==> config.mk <==
export PLATFORM = sky130hd
export DESIGN_NAME = wb_port_arbiter
export DESIGN_NICKNAME = d
export VERILOG_FILES = /design/src/rtl/wb_port_arbiter_pkg.sv /design/src/rtl/wb_late_fifo.sv /design/src/rtl/wb_port_arbiter.sv
export SDC_FILE = /design/constraint.sdc
export NUM_CORES = 1
export LEC_CHECK = 0
export CAP_MARGIN = 15
export CORE_UTILIZATION = 31
export DETAILED_ROUTE_END_ITERATION = 16
export GPL_ROUTABILITY_DRIVEN = 0
export GPL_TIMING_DRIVEN = 0
export PLACE_DENSITY = 0.63
export SLEW_MARGIN = 5
export SYNTH_ARGS = -nofsm -noshare
export SYNTH_HDL_FRONTEND = slang
export SYNTH_SLANG_ARGS = --single-unit
==> constraint.sdc <==
create_clock -name clk_i -period 5.4 [get_ports clk_i]
set_input_delay 0.54 -clock clk_i [delete_from_list [all_inputs] [get_ports clk_i]]
set_output_delay 0.54 -clock clk_i [all_outputs]
set_load 0.005 [all_outputs]
==> src/rtl/wb_port_arbiter_pkg.sv <==
// Shared types and defaults for the writeback port arbiter and its late-result FIFO.
package wb_port_arbiter_pkg;

  localparam int unsigned WB_XLEN       = 32;
  localparam int unsigned WB_LATE_DEPTH = 4;
  localparam int unsigned WB_STARVE_MAX = 8;

  typedef struct packed {
    logic               live;
    logic [4:0]         rd;
    logic [WB_XLEN-1:0] data;
  } wb_late_entry_t;

endpackage

==> src/rtl/wb_late_fifo.sv <==
// Circular buffer of late results with a parallel WAW kill port and two rd-match search ports.
module wb_late_fifo
  import wb_port_arbiter_pkg::*;
#(
  parameter int unsigned DEPTH = WB_LATE_DEPTH
) (
  input  logic                       clk,
  input  logic                       rst,
  input  logic                       push,
  input  wb_late_entry_t             push_entry,
  input  logic                       pop,
  input  logic                       kill_en,
  input  logic [4:0]                 kill_rd,
  input  logic [4:0]                 rs1,
  input  logic [4:0]                 rs2,
  output wb_late_entry_t             head,
  output logic                       head_valid,
  output logic                       full,
  output logic [$clog2(DEPTH+1)-1:0] count,
  output logic                       rs1_match,
  output logic                       rs2_match
);

  localparam int unsigned PtrW = $clog2(DEPTH);
  localparam int unsigned CntW = $clog2(DEPTH + 1);

  wb_late_entry_t  mem_q [DEPTH];
  logic [DEPTH-1:0] valid_q;
  logic [PtrW-1:0] wr_ptr_q, rd_ptr_q;
  logic [CntW-1:0] count_q;

  // Payload storage carries no reset; valid_q alone defines occupancy.
  always_ff @(posedge clk) begin
    if (rst) begin
      valid_q  <= '0;
      wr_ptr_q <= '0;
      rd_ptr_q <= '0;
      count_q  <= '0;
    end else begin
      for (int unsigned i = 0; i < DEPTH; i++) begin
        if (kill_en && valid_q[i] && (mem_q[i].rd == kill_rd)) begin
          mem_q[i].live <= 1'b0;
        end
      end
      if (pop) begin
        valid_q[rd_ptr_q] <= 1'b0;
        rd_ptr_q          <= rd_ptr_q + 1'b1;
      end
      if (push) begin
        mem_q[wr_ptr_q]   <= push_entry;
        valid_q[wr_ptr_q] <= 1'b1;
        wr_ptr_q          <= wr_ptr_q + 1'b1;
      end
      unique case ({push, pop})
        2'b10:   count_q <= count_q + 1'b1;
        2'b01:   count_q <= count_q - 1'b1;
        default: count_q <= count_q;
      endcase
    end
  end

  always_comb begin
    rs1_match = 1'b0;
    rs2_match = 1'b0;
    for (int unsigned i = 0; i < DEPTH; i++) begin
      if (valid_q[i] && mem_q[i].live) begin
        if (mem_q[i].rd == rs1) rs1_match = 1'b1;
        if (mem_q[i].rd == rs2) rs2_match = 1'b1;
      end
    end
  end

  assign head       = mem_q[rd_ptr_q];
  assign head_valid = valid_q[rd_ptr_q];
  assign full       = (count_q == CntW'(DEPTH));
  assign count      = count_q;

endmodule

==> src/rtl/wb_port_arbiter.sv <==
// Register-file write port arbiter: pipeline writeback vs buffered late results,
// with RAW-pending flags and a starvation-driven one-cycle drain stall.
module wb_port_arbiter
  import wb_port_arbiter_pkg::*;
#(
  parameter int unsigned XLEN       = WB_XLEN,
  parameter int unsigned DEPTH      = WB_LATE_DEPTH,
  parameter int unsigned STARVE_MAX = WB_STARVE_MAX
) (
  input  logic                       clk_i,
  input  logic                       rst_i,
  input  logic                       pipe_we_i,
  input  logic [4:0]                 pipe_rd_i,
  input  logic [XLEN-1:0]            pipe_data_i,
  input  logic                       late_valid_i,
  output logic                       late_ready_o,
  input  logic [4:0]                 late_rd_i,
  input  logic [XLEN-1:0]            late_data_i,
  input  logic [4:0]                 rs1_addr_i,
  input  logic [4:0]                 rs2_addr_i,
  output logic                       rs1_pending_o,
  output logic                       rs2_pending_o,
  output logic                       drain_stall_o,
  output logic                       rf_we_o,
  output logic [4:0]                 rf_rd_o,
  output logic [XLEN-1:0]            rf_data_o,
  output logic [$clog2(DEPTH+1)-1:0] fifo_count_o
);

  localparam int unsigned StarveW = $clog2(STARVE_MAX + 1);

  wb_late_entry_t   push_entry, head;
  logic             pipe_act, push, pop, head_valid, head_live, drain_wins, full;
  logic             rs1_match, rs2_match;
  logic             drain_stall_q, drain_stall_d;
  logic [StarveW-1:0] starve_q, starve_d;

  assign pipe_act     = pipe_we_i && (pipe_rd_i != 5'd0);
  assign late_ready_o = !full;
  // x0 results complete the handshake but are never buffered.
  assign push         = late_valid_i && late_ready_o && (late_rd_i != 5'd0);
  // A late op is older than a same-cycle pipeline write to the same rd, so it lands dead.
  assign push_entry   = '{live: !(pipe_act && (pipe_rd_i == late_rd_i)),
                          rd:   late_rd_i,
                          data: late_data_i};

  wb_late_fifo #(
    .DEPTH (DEPTH)
  ) u_fifo (
    .clk        (clk_i),
    .rst        (rst_i),
    .push       (push),
    .push_entry (push_entry),
    .pop        (pop),
    .kill_en    (pipe_act),
    .kill_rd    (pipe_rd_i),
    .rs1        (rs1_addr_i),
    .rs2        (rs2_addr_i),
    .head       (head),
    .head_valid (head_valid),
    .full       (full),
    .count      (fifo_count_o),
    .rs1_match  (rs1_match),
    .rs2_match  (rs2_match)
  );

  assign head_live  = head_valid && head.live;
  assign drain_wins = head_live && (drain_stall_q || !pipe_act);
  // Killed heads retire silently in any cycle, independent of who owns the port.
  assign pop        = drain_wins || (head_valid && !head.live);

  always_comb begin
    rf_we_o   = 1'b0;
    rf_rd_o   = 5'd0;
    rf_data_o = '0;
    if (drain_wins) begin
      rf_we_o   = 1'b1;
      rf_rd_o   = head.rd;
      rf_data_o = head.data;
    end else if (pipe_act) begin
      rf_we_o   = 1'b1;
      rf_rd_o   = pipe_rd_i;
      rf_data_o = pipe_data_i;
    end
  end

  always_comb begin
    starve_d      = starve_q;
    drain_stall_d = 1'b0;
    if (!head_valid || pop) begin
      starve_d = '0;
    end else if (head_live) begin
      if (starve_q == StarveW'(STARVE_MAX - 1)) begin
        starve_d      = '0;
        drain_stall_d = 1'b1;
      end else begin
        starve_d = starve_q + 1'b1;
      end
    end
  end

  always_ff @(posedge clk_i) begin
    if (rst_i) begin
      starve_q      <= '0;
      drain_stall_q <= 1'b0;
    end else begin
      starve_q      <= starve_d;
      drain_stall_q <= drain_stall_d;
    end
  end

  assign drain_stall_o = drain_stall_q;

  // A popped head still counts: decode reads the RF only on the next cycle.
  assign rs1_pending_o = (rs1_addr_i != 5'd0) &&
                         (rs1_match || (push && (late_rd_i == rs1_addr_i)));
  assign rs2_pending_o = (rs2_addr_i != 5'd0) &&
                         (rs2_match || (push && (late_rd_i == rs2_addr_i)));

  no_pipe_write_in_drain : assert property (
    @(posedge clk_i) disable iff (rst_i) drain_stall_q |-> !pipe_we_i
  );

endmodule
==> qor.yml, run 1 <==
setup_path:
  crit_top_cell: "clkdlybuf4s50_1"
  startpoint: "pipe_we_i"
  crit_type: "in -> out"
  path_buf_inv: 4
  r2r_cells: 8
  crit_chain: "clkdlybuf4s50_1 > o21a_4 > buf_2 > buf_1 > nand3_1 > nand2_1 > clkdlybuf4s50_1"
  r2r-end: "u_fifo.count[2]"
  regToRegStartpoint: "u_fifo.mem_q[3][37]"
  cp_top_family: "buffers and inverters"
  end_kind: "primary output"
  worstPathMaxFanout: 10
  critPathLaunchType: "input pin"
  r2r_slack_ns: 2.71
  path_depth: 7
  crit_path_top_delay_cell: "clkdlybuf4s50_1"
  endpoint: "rf_data_o[5]"
  slowest_delay_ns: 0.70
  cp.arrival_ns: 3.18
  critPathRequiredTime_ns: 4.86
logic_synthesis:
  synth-seq-cells: 170
  syn_area_sq_um: 8076
  synth_area_leaders: "edfxtp_1 (57%), mux4_2 (11%), xor2_1 (6.1%)"
  synth_top_area_cell: "edfxtp_1"
  ys.flop_type: "edfxtp_1"
  synth_nets: 656
  synth_async_sr_flop_share_pct: 0
  yosysUniqueCellTypes: 38
  syn_inst: 557
  syn_area_per_cell_sq_um: 14.50
  yosysWarnings: 0
  synth_seq_area_share_pct: 60.98
  synth_top_area_share_pct: 56.51
  synth_edf_count: 152
grt:
  grt_max_degree: 27
  grt_pass1_vias: 5141
  grt_overflow: 0
  grt_pass1_wl_um: 29980
  track_usage_pct: 15.54
  antenna_found_initial: 0
clock_network:
  cts_buffers: 17
  post_cts_resized: 0
  clk_latency_ns: 0.43
  cts.sinks: 170
  ctsLongestPathBuffers: 2
  post-cts-setup-buffers: 0
  cts_max_level: 4
  ctsHoldBuffers: 0
  root_buffer: "clkbuf_16"
  clk_pin_slew_worst_paths_ns: 0.07
  cts_tree: "built"
worst_hold_path:
  holdCritStartpoint: "starve_q[0]"
  whs_path_depth: 1
  hp-class: "reg -> reg"
floorplanning:
  initial_utilization_pct: 31.80
  die_w_um: 163.4
  dieArea_sq_um: 26700
  pin_count: 133
  dieHeight_um: 163.4
  coreArea_sq_um: 25400
  row_count: 58
finish:
  diodes: 0
  drive_above_1_share_pct: 18.05
  fill_cells: 2383
  nNetsFinal: 795
  syn2layout_area_growth_pct: 28.37
  final_common_cell: "edfxtp_1"
  final_cell_mix: "edfxtp_1 (152), clkdlybuf4s50_1 (116), xor2_1 (56)"
timing:
  hold_viol_final: 0
  setup-tns-final_ns: 0
  max_slew_margin_pct: 40.65
  fmax_mhz: 268.5
  period_share_pct: 68.96
  rsz0062_at_grt: "no"
  finalMaxSlewViolations: 0
  min_period_ns: 3.724
  finalClockSkew_ns: 0.01199
  max_slew.worst_pin.slew_ns: 0.8903
  setup_viol: 0
  worst_slack_ns: 1.676
power:
  total_power_w: 0.003499
  power.leakage_nw: 3.467
  vdd_drop_max_uv: 196.2
  power-per-cell-area_nw_per_um2: 337.5
drt:
  vias: 5061
  drt-total-wl_um: 19870
  drc: 0
  wire_per_inst_um: 19.12
  firstDrtPassIters: 6
  avgViaCountPerCell: 4.871
  drtAntennaViolNets: 0
  drt_iter0_drc: 353
placement:
  hpwl_um: 13870
  port_buffers: 116
  place_ws_ns: 1.690
run:
  max_cap_viol_count: 0
status:
  status: "finished, final reports clean"
through the flow:
step	util [%]	area, sq um	hold WS (ns)	cells
final	40.82	10370	0.4535	1039
after global routing	40.82	10370	0.4956	1039
after CTS	40.82	10370	0.4558	1039
after detailed placement	38.36	9743	0.4533	1007
after global placement	38.00	9651	0.4448	1003
after floorplan	-	8077	0.4291	557
worst min path at each step:
stage                     to
6_report         starve_q[0]
5_1_grt          starve_q[0]
2_1_floorplan  drain_stall_o
3_3_place_gp   drain_stall_o
4_1_cts        drain_stall_o
3_5_place_dp     starve_q[0]
state kept, by name (all words and copies together), names as in the netlist, named ones only:
| name | count |
|---|---|
| u_fifo.valid_q | 4 |
| u_fifo.count | 3 |
| u_fifo.rd_ptr_q | 2 |
| starve_q | 4 |
| u_fifo.wr_ptr_q | 2 |
| drain_stall_o | 1 |
| u_fifo.mem_q | 152 |
synthesized netlist by cell type, types with 4 or more instances:
cell / number
buf_1: 5
xnor2_1: 24
mux4_2: 39
nand4_1: 15
nand3_1: 40
nor4_1: 14
clkbuf_1: 19
nand2_2: 30
a311oi_1: 4
xor2_1: 56
buf_6: 5
nand2_1: 51
and2_1: 8
edfxtp_1: 152
nor2_1: 13
a21oi_1: 12
dfxtp_1: 18
or4_1: 5
ha_1: 10
inv_1: 10
cells by family (layout without fill, tap and decap cells):
kind of cell,Yosys count,in the layout,share of synthesized area [%]
simple gates,181,181,11.56
compound gates,27,27,2.556
fa+ha+maj,11,11,1.797
flops,170,170,60.98
buf+inv,48,200,3.439
xor+xnor,80,80,8.675
mux,40,40,11.00
metal layers:
layer	share of wire (%)	vias to the layer above	track usage, %
met5	0	-	0
met2	48	138	25.77
li1	-	2362	-
met4	1.7	0	5.480
met1	45	2535	20.02
met3	4.9	26	3.250
cell type report:
class	instances	area [sq um]	area share, %
repair buffers	120	1249	12.04
well taps	330	412.9	3.983
clock buffers	17	425.4	4.103
plain buffers	37	236.5	2.281
multi-input cells	339	2879	27.77
clock inverters	15	198.9	1.919
inverters	11	41.29	0.3983
flip-flops and latches	170	4925	47.50
worst reg2reg max path, cell delays in order (launching register included):
cell and delay [ns]:
edfxtp_1 0.43, mux4_2 0.56, a31oi_4 0.31, ha_1 0.24, inv_1 0.07, fa_1 0.40
xor2_1 0.18, or3_1 0.31, a21oi_1 0.14
power breakdown:
part	switching (W)	total (W)	internal, W
combinational	0.000338	0.000702	0.000364
sequential	0.0000445	0.00155	0.00151
clock	0.000574	0.00124	0.000670
No activity file was read; power rests on OpenSTA's default activity.
==> run 2, diff against run 1 <==
--- a/config.mk
+++ b/config.mk
@@ -10,7 +10,7 @@
 export DETAILED_ROUTE_END_ITERATION = 16
 export GPL_ROUTABILITY_DRIVEN = 0
 export GPL_TIMING_DRIVEN = 0
-export PLACE_DENSITY = 0.63
+export PLACE_DENSITY = 0.65
 export SLEW_MARGIN = 5
 export SYNTH_ARGS = -nofsm -noshare
 export SYNTH_HDL_FRONTEND = slang
==> constraint.sdc (replaced) <==
create_clock -name clk_i -period 3.4 [get_ports clk_i]
set_input_delay 0.34 -clock clk_i [delete_from_list [all_inputs] [get_ports clk_i]]
set_output_delay 0.34 -clock clk_i [all_outputs]
set_load 0.005 [all_outputs]
==> run 2 against run 1 <==
Sequential power rose by 59%; via count is 0.36% higher; sequential share of layout area decreased by 0.15 points; combinational power grew 60%; critical path depth rose by 1; global-route usage grew 0.57 points; final area grew 0.34%; routed wire length is 1.6% higher; clock power is 68% higher; flip-flop and latch count did not move; clock-buffer cell count did not move; cell count is the same; critical path type is now reg -> out; critical endpoint is now rf_data_o[7].
==> qor.yml, run 2 (synthesized netlist as in run 1, its figures left out) <==
worst_hold_path:
  whs_path_depth: 2  # +1
  hp-class: "in -> reg"
setup_path:
  cp.arrival_ns: 2.83  # -0.35 ns
  crit_type: "reg -> out"
  critPathLaunchType: "flip-flop"
  r2r_cells: 8  # unchanged
  cp_top_family: "buffers and inverters"
  end_kind: "primary output"
  slowest_delay_ns: 0.55  # -0.15 ns
  path_buf_inv: 3  # -1
  crit_chain: "mux4_2 > nand2_2 > a21o_1 > buf_6 > buf_6 > nand3_1 > nand2_1 > clkdlybuf4s50_1"
  crit_top_cell: "buf_6"
  critPathRequiredTime_ns: 3.06  # -1.80 ns
  crit_path_top_delay_cell: "mux4_2"
  path_depth: 8  # +1
  worstPathMaxFanout: 10  # unchanged
grt:
  grt_overflow: 0  # unchanged
  grt_pass1_vias: 5307  # +3.2%
  grt_max_degree: 24  # -11%
  track_usage_pct: 16.11  # +0.57 points
  grt_pass1_wl_um: 31280  # +4.3%
  antenna_found_initial: 1  # +1
placement:
  placed_cell_area_sq_um: 9751  # about the same
  port_buffers: 116  # unchanged
  dp.cells: 1007  # unchanged
  hpwl_um: 14040  # +1.3%
  place_ws_ns: 0.02517  # -1.665 ns
drt:
  vias: 5079  # +0.36%
  firstDrtPassIters: 5  # -1
  avgViaCountPerCell: 4.888  # +0.36%
  drt_iter0_drc: 310  # -12%
  drtAntennaViolNets: 0  # unchanged
  drt-total-wl_um: 20190  # +1.6%
  wire_per_inst_um: 19.44  # +1.6%
  drc: 0  # unchanged
power:
  power.leakage_nw: 3.497  # +0.87%
  vdd_drop_max_uv: 322.1  # +64%
  power-per-cell-area_nw_per_um2: 544.3  # +61%
clock_network:
  cts_tree: "built"
  cts.sinks: 170  # unchanged
  clk_latency_ns: 0.43  # about the same
  clk_pin_slew_worst_paths_ns: 0.07  # about the same
  root_buffer: "clkbuf_16"
  post-cts-setup-buffers: 0  # unchanged
  ctsLongestPathBuffers: 2  # unchanged
  cts_buffers: 17  # unchanged
  cts_max_level: 4  # unchanged
floorplanning:
  row_count: 58  # unchanged
  dieArea_sq_um: 26700  # unchanged
  pin_count: 133  # unchanged
  dieHeight_um: 163.4  # unchanged
  initial_utilization_pct: 31.80  # unchanged
  die_w_um: 163.4  # unchanged
  coreArea_sq_um: 25400  # unchanged
timing:
  setup_viol: 0  # unchanged
  finalClockSkew_ns: 0.01493  # +0.002942 ns
  fmax_mhz: 315.7
  min_period_ns: 3.168
  finalMaxSlewViolations: 0  # unchanged
  holdWs_ns: 0.3181  # -0.1354 ns
  rsz0062_at_grt: "no"
  period_share_pct: 93.18
  max_slew.worst_pin.slew_ns: 0.6855  # -0.2048 ns
  worst_slack_ns: 0.2320  # -1.444 ns
  max_slew_margin_pct: 54.30  # +14 points
  hold_viol_final: 0  # unchanged
finish:
  top_regs: "u_fifo.mem_q: 152 flops, starve_q: 4 flops, u_fifo.valid_q: 4 flops"
  drive_above_1_share_pct: 18.79  # +0.73 points
  syn2layout_area_growth_pct: 28.80
  largest_reg_flops: 152  # unchanged
  fin_cells: 1039  # unchanged
  final_cell_mix: "edfxtp_1 (152), clkdlybuf4s50_1 (116), xor2_1 (56)"
  final_common_cell: "edfxtp_1"
  fill_cells: 2374  # -0.38%
  final_area_sq_um: 10400  # +0.34%
  nNetsFinal: 794  # -0.13%
  top_register: "u_fifo.mem_q"
run:
  max_cap_viol_count: 0  # unchanged
status:
  status: "finished, final reports clean"
## run 2: cell count changes in the layout (fill, tap and decap cells not counted), moves of 2 or more
cell | previous run | this run
buf_1 | 5 | 2
bufinv_16 | 1 | 3
clkbuf_2 | 0 | 2
clkinv_8 | 5 | 2
inv_6 | 2 | 4
## run 2: worst reg2reg max path: stages, from the launching register on
cell and delay, ns:
edfxtp_1 0.43, mux4_2 0.55, a31oi_4 0.32, ha_1 0.25, inv_1 0.07, fa_1 0.40
xor2_1 0.17, or3_1 0.31, a21oi_1 0.14
## run 2: through the flow
stage | TNS (ns) | total power [W] | utilization, %
6_report | 0 | 0.005662 | 40.96
5_1_grt | 0 | 0.005905 | 40.95
4_1_cts | 0 | 0.005726 | 40.95
3_5_place_dp | 0 | 0.003649 | 38.39
3_3_place_gp | -74.99 | 0.003624 | 38.00
2_1_floorplan | 0 | 0.003177 | -
## run 2: final timing paths
kind,slack (ns),to,from
setup reg to reg,0.71,u_fifo.count[2],u_fifo.mem_q[2][37]
hold / removal,0.32,u_fifo.count[2],rst_i
hold reg to reg,0.46,starve_q[0],starve_q[0]
setup / recovery,0.23,rf_data_o[7],u_fifo.mem_q[2][37]
## run 2: final cells by class
class	count	area (sq um)	area share (%)
Clock buffer	17	425.4	4.089
Timing Repair Buffer	120	1256	12.08
Sequential cell	170	4926	47.35
Tap cell	330	412.9	3.969
Multi-Input combinational cell	339	2882	27.70
Inverter	11	41.29	0.3969
Buffer	36	236.5	2.273
Antenna cell	1	2.502	0.02406
Clock inverter	15	220.2	2.117
## run 2: routing by layer
metal,GRT usage [%],vias up,wire (um)
li1,-,2364,-
met1,21.14,2523,8803
met2,26.69,175,10070
met3,3.530,17,1127
met4,4.418,0,193
met5,0,-,0
## run 2: repair_timing
item                       CTS  global route
setup endpoints to repair   26            10
pin swaps                    0             0
resized for setup            3             5
hold buffers                 0             0
## run 2: where the power goes
group,total (W),switching [W],internal [W]
sequential,0.00247,0.0000695,0.00240
clock,0.00208,0.000879,0.00120
combinational,0.00112,0.000539,0.000578
==> run 3, diff against run 2 <==
--- a/config.mk
+++ b/config.mk
@@ -6,6 +6,7 @@
 export NUM_CORES = 1
 export LEC_CHECK = 0
 export CAP_MARGIN = 15
+export CORE_ASPECT_RATIO = 0.75
 export CORE_UTILIZATION = 31
 export DETAILED_ROUTE_END_ITERATION = 16
 export GPL_ROUTABILITY_DRIVEN = 0
==> run 3 against run 2 <==
Cell count grew 0.67%; largest power group unchanged; largest cell class unchanged; clock power shrank 10%; maximum frequency shrank 1.0%; first-iteration DRC count grew 20%; critical path type unchanged; highest routed layer unchanged.
==> qor.yml, run 3 (synthesized netlist as in run 1, its figures left out) <==
floorplanning:
  dieArea_sq_um: 26710  # about the same
  row_count: 50  # -14%
  coreArea_sq_um: 25270  # -0.49%
  die_w_um: 188.4  # +15%
  dieHeight_um: 141.8  # -13%
  initial_utilization_pct: 31.96  # +0.16 points
  pin_count: 133  # unchanged
placement:
  place_ws_ns: 0.1104  # +0.08524 ns
  placed_cell_area_sq_um: 9761  # +0.10%
  hpwl_um: 14350  # +2.2%
  port_buffers: 116  # unchanged
finish:
  diodes: 0  # -1
  final_cell_mix: "edfxtp_1 (152), clkdlybuf4s50_1 (116), xor2_1 (56)"
  fill_cells: 2375  # +0.042%
  largest_reg_flops: 152  # unchanged
  final_common_cell: "edfxtp_1"
  multiInputGateArea_sq_um: 2879  # about the same
  final-seq-area_sq_um: 4925  # about the same
  syn2layout_area_growth_pct: 27.93
  nNetsFinal: 794  # unchanged
  final_area_sq_um: 10330  # -0.67%
  drive_above_1_share_pct: 18.64  # -0.14 points
  top_regs: "u_fifo.mem_q: 152 flops, starve_q: 4 flops, u_fifo.valid_q: 4 flops"
  top_register: "u_fifo.mem_q"
clock_network:
  cts_tree: "built"
  clk_latency_ns: 0.43  # about the same
  cts.sinks: 170  # unchanged
  cts_max_level: 4  # unchanged
  post_cts_resized: 0  # -3
  root_buffer: "clkbuf_16"
  post-cts-setup-buffers: 0  # unchanged
  clk_pin_slew_worst_paths_ns: 0.08  # about the same
  ctsLongestPathBuffers: 2  # unchanged
  cts_buffers: 17  # unchanged
  ctsHoldBuffers: 0  # unchanged
timing:
  finalClockSkew_ns: 0.01495  # +0.00001160 ns
  max_slew.worst_pin.slew_ns: 0.6953  # +0.009802 ns
  setup-tns-final_ns: 0  # unchanged
  finalMaxSlewViolations: 0  # unchanged
  rsz0062_at_grt: "no"
  worst_slack_ns: 0.1992  # -0.03282 ns
  fmax_mhz: 312.4  # -1.0%
  min_period_ns: 3.201  # +0.03282 ns
  hold_viol_final: 0  # unchanged
  max_slew_margin_pct: 53.65  # -0.65 points
  holdWs_ns: 0.3248  # +0.006652 ns
  setup_viol: 0  # unchanged
  period_share_pct: 94.14  # +0.97 points
drt:
  firstDrtPassIters: 5  # unchanged
  vias: 5096  # +0.33%
  drc: 0  # unchanged
  drt_iter0_drc: 373  # +20%
  avgViaCountPerCell: 4.872  # -0.34%
  wire_per_inst_um: 19.50  # +0.36%
  drt-total-wl_um: 20400  # +1.0%
  drtAntennaViolNets: 0  # unchanged
grt:
  grt_pass1_wl_um: 30290  # -3.2%
  grt_pass1_vias: 4991  # -6.0%
  grt_overflow: 0  # unchanged
  track_usage_pct: 15.55  # -0.56 points
  grt_max_degree: 23  # -4.2%
  antenna_found_initial: 0  # -1
worst_hold_path:
  hp-class: "in -> reg"
status:
  status: "finished, final reports clean"
setup_path:
  end_kind: "primary output"
  cp.arrival_ns: 2.86  # +0.03 ns
  worstPathMaxFanout: 10  # unchanged
  crit_type: "reg -> out"
  critPathLaunchType: "flip-flop"
  critPathRequiredTime_ns: 3.06  # about the same
power:
  power.leakage_nw: 3.460  # -1.1%
  vdd_drop_max_uv: 320.6  # -0.45%
  power-per-cell-area_nw_per_um2: 526.8  # -3.2%
run:
  max_cap_viol_count: 0  # unchanged
==> run 3: path summary, 6_finish.rpt <==
check | to | start | slack [ns] | cells past startpoint
max reg2reg | u_fifo.count[2] | u_fifo.mem_q[3][37] | 0.62 | 8
min reg2reg | starve_q[0] | starve_q[0] | 0.46 | 1
max | rf_rd_o[0] | u_fifo.mem_q[3][37] | 0.20 | 8
min | u_fifo.count[2] | rst_i | 0.32 | 2
==> run 3: area by class of cell <==
class | count | share of cell area (%)
Buffer | 36 | 2.301
Multi-Input combinational cell | 339 | 27.86
Tap cell | 338 | 4.093
Clock buffer | 17 | 4.117
Sequential cell | 170 | 47.66
Inverter | 11 | 0.3996
Clock inverter | 15 | 1.405
Timing Repair Buffer | 120 | 12.16
==> run 3: critical path, stage by stage (launching register included) <==
cell	delay, ns
edfxtp_1	0.49
mux4_2	0.55
nand2_1	0.22
a21o_1	0.13
buf_6	0.16
buf_6	0.17
nand3_1	0.08
nand2_1	0.13
clkdlybuf4s50_1	0.50
==> run 3: where the power goes <==
group          total, W  switching, W  internal, W
clock network   0.00187      0.000889     0.000977
registers       0.00247     0.0000714      0.00240
logic           0.00111      0.000533     0.000578
total           0.00544       0.00149      0.00395
==> run 3: per-stage QoR <==
stage | utilization [%] | power, W | cells
final | 40.88 | 0.005443 | 1046
after global routing | 40.88 | 0.005680 | 1046
after CTS | 40.88 | 0.005514 | 1047
after detailed placement | 38.62 | 0.003643 | 1015
after global placement | 38.22 | 0.003618 | 1011
after floorplan | - | 0.003177 | 557
==> run 3: layer usage <==
| layer | track usage (%) | share of wire (%) | vias to the layer above |
|---|---|---|---|
| met5 | 0 | 0 | - |
| li1 | - | - | 2362 |
| met3 | 3.908 | 7.7 | 23 |
| met1 | 22.87 | 48 | 2514 |
| met4 | 4.287 | 1.2 | 0 |
| met2 | 22.61 | 43 | 197 |
